[src/rtl/seq_serializer_if.sv]
// Signal bundle between the button/switch stimulus side and the serializer.
// The serializer connects through the slave modport and the stimulus side through the master modport.
interface seq_serializer_if #(
    parameter int WIDTH = 8
);
    logic             start_btn;
    logic [WIDTH-1:0] pattern_in;
    logic             loop_en;
    logic             serial_out;
    logic             bit_valid;
    logic             busy;
    logic             done;
    logic [3:0]       bit_idx;

    modport master (
        output start_btn, pattern_in, loop_en,
        input  serial_out, bit_valid, busy, done, bit_idx
    );

    modport slave (
        input  start_btn, pattern_in, loop_en,
        output serial_out, bit_valid, busy, done, bit_idx
    );
endinterface

[src/rtl/seq_serializer.sv]
// Debounces a push-button and, on a clean press, shifts a switch pattern out MSB-first,
// holding each bit for TICK_DIV clocks; optionally loops, re-sampling the pattern per pass.
module seq_serializer #(
    parameter int WIDTH      = 8,
    parameter int TICK_DIV   = 25_000_000,
    parameter int DEB_CYCLES = 1_000_000
) (
    input  logic             clk,
    input  logic             rst_s_n,
    seq_serializer_if.slave  ser
);
    localparam int TICK_W = $clog2(TICK_DIV);
    localparam int DEB_W  = $clog2(DEB_CYCLES);
    localparam int IDX_W  = $clog2(WIDTH);

    localparam logic [TICK_W-1:0] TICK_LAST = TICK_W'(TICK_DIV - 1);
    localparam logic [DEB_W-1:0]  DEB_LAST  = DEB_W'(DEB_CYCLES - 1);
    localparam logic [IDX_W-1:0]  IDX_LAST  = IDX_W'(WIDTH - 1);

    typedef enum logic [1:0] {
        IDLE,
        SHIFT,
        DONE
    } state_t;

    logic             sync_ff;
    logic             start_sync;
    logic             start_db;
    logic             start_db_q;
    logic [DEB_W-1:0] deb_cnt;
    logic             start_rise;

    state_t            state,      state_nxt;
    logic [WIDTH-1:0]  shreg,      shreg_nxt;
    logic [TICK_W-1:0] tick_cnt,   tick_nxt;
    logic [IDX_W-1:0]  idx,        idx_nxt;
    logic              serial_q,   serial_nxt;
    logic              bit_valid_q, bit_valid_nxt;
    logic              busy_q,     busy_nxt;
    logic              done_q,     done_nxt;
    logic              load;

    // The debounced level only follows the synchronised button after it has
    // disagreed for DEB_CYCLES consecutive clocks; any agreement restarts the count.
    always_ff @(posedge clk) begin
        if (!rst_s_n) begin
            sync_ff    <= 1'b0;
            start_sync <= 1'b0;
            start_db   <= 1'b0;
            start_db_q <= 1'b0;
            deb_cnt    <= '0;
        end else begin
            sync_ff    <= ser.start_btn;
            start_sync <= sync_ff;
            start_db_q <= start_db;
            if (start_sync == start_db) begin
                deb_cnt <= '0;
            end else if (deb_cnt == DEB_LAST) begin
                start_db <= start_sync;
                deb_cnt  <= '0;
            end else begin
                deb_cnt <= deb_cnt + DEB_W'(1);
            end
        end
    end

    assign start_rise = start_db & ~start_db_q;

    always_ff @(posedge clk) begin
        if (!rst_s_n) begin
            state       <= IDLE;
            shreg       <= '0;
            tick_cnt    <= '0;
            idx         <= '0;
            serial_q    <= 1'b0;
            bit_valid_q <= 1'b0;
            busy_q      <= 1'b0;
            done_q      <= 1'b0;
        end else begin
            state       <= state_nxt;
            shreg       <= shreg_nxt;
            tick_cnt    <= tick_nxt;
            idx         <= idx_nxt;
            serial_q    <= serial_nxt;
            bit_valid_q <= bit_valid_nxt;
            busy_q      <= busy_nxt;
            done_q      <= done_nxt;
        end
    end

    // A load (from IDLE on a press, or from DONE when looping) is shared so both
    // entry paths present the MSB with its bit_valid on the very next clock.
    always_comb begin
        state_nxt     = state;
        shreg_nxt     = shreg;
        tick_nxt      = tick_cnt;
        idx_nxt       = idx;
        serial_nxt    = serial_q;
        bit_valid_nxt = 1'b0;
        busy_nxt      = busy_q;
        done_nxt      = 1'b0;
        load          = 1'b0;

        case (state)
            IDLE: begin
                if (start_rise) begin
                    load = 1'b1;
                end
            end
            SHIFT: begin
                if (tick_cnt == TICK_LAST) begin
                    tick_nxt = '0;
                    if (idx < IDX_LAST) begin
                        idx_nxt       = idx + IDX_W'(1);
                        serial_nxt    = shreg[WIDTH-2];
                        shreg_nxt     = shreg << 1;
                        bit_valid_nxt = 1'b1;
                    end else begin
                        state_nxt  = DONE;
                        done_nxt   = 1'b1;
                        busy_nxt   = 1'b0;
                        serial_nxt = 1'b0;
                        idx_nxt    = '0;
                    end
                end else begin
                    tick_nxt = tick_cnt + TICK_W'(1);
                end
            end
            DONE: begin
                if (ser.loop_en) begin
                    load = 1'b1;
                end else begin
                    state_nxt = IDLE;
                end
            end
            default: begin
                state_nxt = IDLE;
            end
        endcase

        if (load) begin
            state_nxt     = SHIFT;
            shreg_nxt     = ser.pattern_in;
            serial_nxt    = ser.pattern_in[WIDTH-1];
            bit_valid_nxt = 1'b1;
            busy_nxt      = 1'b1;
            idx_nxt       = '0;
            tick_nxt      = '0;
        end
    end

    assign ser.serial_out = serial_q;
    assign ser.bit_valid  = bit_valid_q;
    assign ser.busy       = busy_q;
    assign ser.done       = done_q;
    assign ser.bit_idx    = 4'(idx);

    a_no_valid_with_done: assert property (@(posedge clk) disable iff (!rst_s_n)
        !(bit_valid_q && done_q));

    a_busy_is_shift: assert property (@(posedge clk) disable iff (!rst_s_n)
        busy_q == (state == SHIFT));
endmodule

[src/flat_wrapper.sv]
// flat-port wrapper written by rule: the top's interface ports become plain ports
module seq_serializer_flat 
#(
    parameter int WIDTH      = 8,
    parameter int TICK_DIV   = 25_000_000,
    parameter int DEB_CYCLES = 1_000_000
)
  (clk, rst_s_n, ser_start_btn, ser_pattern_in, ser_loop_en, ser_serial_out, ser_bit_valid, ser_busy, ser_done, ser_bit_idx);
  seq_serializer_if #(.WIDTH(WIDTH)) ser_i ();
  input  logic clk;
  input  logic rst_s_n;
  input wire logic [$bits(ser_i.start_btn)-1:0] ser_start_btn;
  input wire logic [$bits(ser_i.pattern_in)-1:0] ser_pattern_in;
  input wire logic [$bits(ser_i.loop_en)-1:0] ser_loop_en;
  output wire logic [$bits(ser_i.serial_out)-1:0] ser_serial_out;
  output wire logic [$bits(ser_i.bit_valid)-1:0] ser_bit_valid;
  output wire logic [$bits(ser_i.busy)-1:0] ser_busy;
  output wire logic [$bits(ser_i.done)-1:0] ser_done;
  output wire logic [$bits(ser_i.bit_idx)-1:0] ser_bit_idx;
  assign ser_i.start_btn = ser_start_btn;
  assign ser_i.pattern_in = ser_pattern_in;
  assign ser_i.loop_en = ser_loop_en;
  assign ser_serial_out = ser_i.serial_out;
  assign ser_bit_valid = ser_i.bit_valid;
  assign ser_busy = ser_i.busy;
  assign ser_done = ser_i.done;
  assign ser_bit_idx = ser_i.bit_idx;
  seq_serializer #(.WIDTH(WIDTH), .TICK_DIV(TICK_DIV), .DEB_CYCLES(DEB_CYCLES)) u_core (.clk(clk), .rst_s_n(rst_s_n), .ser(ser_i));
endmodule
[config.mk]
export PLATFORM = sky130hd
export DESIGN_NAME = seq_serializer_flat
export DESIGN_NICKNAME = d
export VERILOG_FILES = /design/src/rtl/seq_serializer_if.sv /design/src/rtl/seq_serializer.sv /design/src/flat_wrapper.sv
export SDC_FILE = /design/constraint.sdc
export NUM_CORES = 1
export LEC_CHECK = 0
export CORE_AREA = 2 2 81 83
export CTS_CLUSTER_DIAMETER = 100
export DETAILED_ROUTE_END_ITERATION = 12
export DIE_AREA = 0 0 83 85
export PLACE_DENSITY = 0.67
export SLEW_MARGIN = 20
export SYNTH_ARGS = -nofsm -noshare
export SYNTH_HDL_FRONTEND = slang
export SYNTH_SLANG_ARGS = --single-unit
[constraint.sdc]
create_clock -name clk -period 2.87 [get_ports clk]
set_input_delay 0.287 -clock clk [delete_from_list [all_inputs] [get_ports clk]]
set_output_delay 0.287 -clock clk [all_outputs]
set_load 0.02 [all_outputs]
==> results <==
- In this run the cell area measured after placement is 3188 sq um.
- In this run the power density over the cells is 548.5 nW/um^2.
- Static timing analysis puts the maximum clock frequency at 443.1 MHz.
- Setup repair after global routing left no endpoint under its margin.
- The overall via count from detail_route is 2,218.
- The count of nets left with antenna violations once routing finished came out at 0.
- The synthesized design contains 0 enable-type register cells.
- The cell count after synthesis is 326.
- The number of diodes is 0.
- Sequential cells were found to cover 43.73% of the synthesized design area.
- TritonCTS built the clock tree.
- The overall fraction of global-route tracks in use is 16.02%.
- The number of pins with negative max-slew slack in the final report came to 0.
- STA classifies the critical path endpoint as a flop.
- Entering global routing, the biggest net connects 23 pins.
- The Yosys warning count is 0.
- The number of hold-repair buffers added at the cts stage is 0.
- The top cell family by delay on the critical path is simple AND/OR/NAND/NOR gates.
- Prior to clock tree synthesis, the placed netlist has a worst setup slack of 603.6 ps.
- The slowest stage of the critical path is the or4_4 cell.
- Post-CTS timing repair inserted 0 buffers for setup.
- The first TritonRoute pass finished after 6 iterations.
- The length in cells of the worst reg-to-reg path is 6.
- The number of distinct library cells after synthesis is 43.
- The average size of a mapped cell is 9.127 sq um.
- The number of nets in the synthesized netlist is 341.
- The critical path buffer and inverter count is 0.
- By startpoint and endpoint, the worst setup path is classified as flop to flop.
- In this run the clock root is driven by a clkbuf_8.
- The worst-case IR drop observed on VDD is 280.5 uV.
- The horizontal extent of the die is 83 um.
- The post-cts sizing count is 0.
- The number of antenna violations at the first check in global routing is 0.
- Once layout is done, the placed cells without fillers occupy 3432 sq um.
- The insertion delay to the later sink of the worst-skew pair is 340 ps.
- The largest fanout on the critical path is 22.
- The post-route netlist has 8.646% of its cells at a drive strength greater than 1.
- The total power after layout is 1.882 mW.
- The overflow left after global routing is 0.
- The worst setup skew after layout is 12.55 ps.
- The core region area is 6205 sq um.
- For this configuration, the core starts out at a cell density of 47.95%.
- The fraction of synthesis flops using an asynchronous set or reset pin is 0%.
- Clock tree synthesis inserted a total of 9 buffers.
- The number of register bits inferred by synthesis is 65.
- The wire-length estimate of the detail-placed layout is 3.714 mm.
- For this design the top-level I/O count stands at 20.
- The tightest min-delay check is of the flop to flop type.
- The critical path goes through ha_1, nand4b_4, or2_1, or4_4, nand3_2, nor2_1.
- For this design the static power due to leakage is 1.167 nW.
- The share of the synthesized area in the top cell type is 43.73%.
- The filler cells instantiated in the layout total 568.
- The flow ran to the end, and the final reports show no timing, DRC or antenna violations.
- For this run, the post-layout net count is 357.
- In this run the vertical extent of the chip is 85 um.
- The initialized floorplan defines 29 standard-cell rows.
- The post-detailed-route wirelength per cell is 12.68 um.
- The final setup slack of the worst path is 613.1 ps.
- At the end of the flow the core is filled with cells to 55.31%.
- The number of global-route vias before repair was 2,113.
- The number of max-cap violations is 0.
- The first routing iteration left 95 violations.
- At the worst endpoint, the required time is 3080 ps.
- The DRC violation count after routing is 0.
- Setup violations remaining at the end of the flow were counted as 0.
- The maximum buffer depth of the clock tree is 2.
- The synthesis-to-finish area growth is 15.35%.
- The sum of negative setup slack is 0 ps.
- The per-cell via count in the routed design is 5.231.
- In the post-synthesis netlist, the biggest area contributors are dfxtp_1 (44%), xnor2_1 (7.9%), nor2_1 (6.6%).
- The final critical delay including setup and external delays is 2257 ps.
- By count the netlist is led by dfxtp_1 (65), nor2_1 (52), xnor2_1 (27).
- At the worst endpoint, the arrival time is 2470 ps.
- The total clock sinks is 65.
- The post-route fraction of the period consumed by the critical path is 78.64%.
- After detailed routing, the total wire length is 5.378 mm.
- The total stage count of the critical path is 6.
- During placement, the flow inserted port buffers numbering 18.
- The flip-flop cell with the highest count after synthesis is dfxtp_1.
- The delay contributed by the slowest stage of the critical path is 550 ps.
- The clock-pin slew on the worst setup and hold paths is 80 ps.
- The H-tree generated during clock tree synthesis spans 3 levels.
- The die covers 7055 sq um.
- By instance count, the leading cell after synthesis is dfxtp_1.
- Counting instances, the worst hold path has a depth of 1.
- The first global-routing pass estimated 9.273 mm of wire.
- The placer congestion estimate is 0.8254.
- At the pin with the least slew margin, the transition time is 722.7 ps.
- The library cell occupying the most area in the post-synthesis netlist is dfxtp_1.
- The combined area of all synthesized cells is 2975 sq um.
- The relative slew slack is 51.68%.
- The worst setup path is launched from a flop.
- The number of hold-slack violations in the final timing report is 0.
layout by cell type (no fill, tap or decap), types with 5 or more instances in the layout:
master | synthesis | final
o21ai_0 | 10 | 10
and2_1 | 6 | 6
clkdlybuf4s50_1 | 0 | 18
clkbuf_8 | 0 | 9
nand4_1 | 8 | 8
mux2i_1 | 8 | 8
xor2_1 | 16 | 16
dfxtp_1 | 65 | 65
nand3_1 | 18 | 18
nor2_1 | 52 | 52
and3_1 | 11 | 11
xnor2_1 | 27 | 27
nor4_1 | 9 | 9
nor3_1 | 9 | 9
a21oi_1 | 11 | 11
inv_1 | 5 | 5
nand2_1 | 20 | 20
through the flow:
step | std cells | hold slack (ps)
global placement | 408 | 422.2
finish | 424 | 437.8
global route | 424 | 452.3
detailed placement | 408 | 424.3
floorplan | 326 | 411.9
CTS | 424 | 442.9
state kept, by name, indices dropped and copies added (netlist names), 2 cells and up:
name	flops
u_core.deb_cnt	20
u_core.idx	3
u_core.shreg	7
u_core.state	2
u_core.tick_cnt	25
where the power goes:
part | switching (mW) | internal (mW) | leakage, nW
clock | 0.364 | 0.582 | 0.121
sequential | 0.000747 | 0.903 | 0.524
combinational | 0.0164 | 0.0170 | 0.523
final timing paths:
check,start,to,slack (ps)
setup / recovery,u_core.tick_cnt[1],u_core.tick_cnt[13],610
hold / removal,u_core.sync_ff,u_core.start_sync,440
setup reg to reg,u_core.tick_cnt[1],u_core.tick_cnt[13],610
hold reg to reg,u_core.sync_ff,u_core.start_sync,440
layout make-up:
cell class | instances | area [sq um] | share of cell area, %
clock buffers | 10 | 127.6 | 3.719
clock inverters | 6 | 116.4 | 3.390
inverters | 5 | 18.77 | 0.5468
multi-input cells | 242 | 1584 | 46.15
flip-flops and latches | 65 | 1301 | 37.91
well taps | 77 | 96.34 | 2.807
repair buffers | 19 | 187.7 | 5.468
per-layer routing:
layer	up-vias	routed length, um	track usage, %	part of all wire, %
met4	0	85	8.048	1.6
met3	7	168	3.307	3.1
li1	1150	-	-	-
met1	1029	2633	20.13	49
met5	-	0	0	0
met2	32	2491	26.25	46
kinds of logic after synthesis:
group / count (synthesis) / synth area share [%]
other cells: 1 / 0.1260
xor+xnor: 43 / 12.66
mux: 8 / 2.691
flops: 65 / 43.73
simple gates: 160 / 31.46
compound gates: 27 / 5.046
buf+inv: 19 / 3.028
fa+ha+maj: 3 / 1.262
Note: power is estimated with default switching activity, not from simulation.
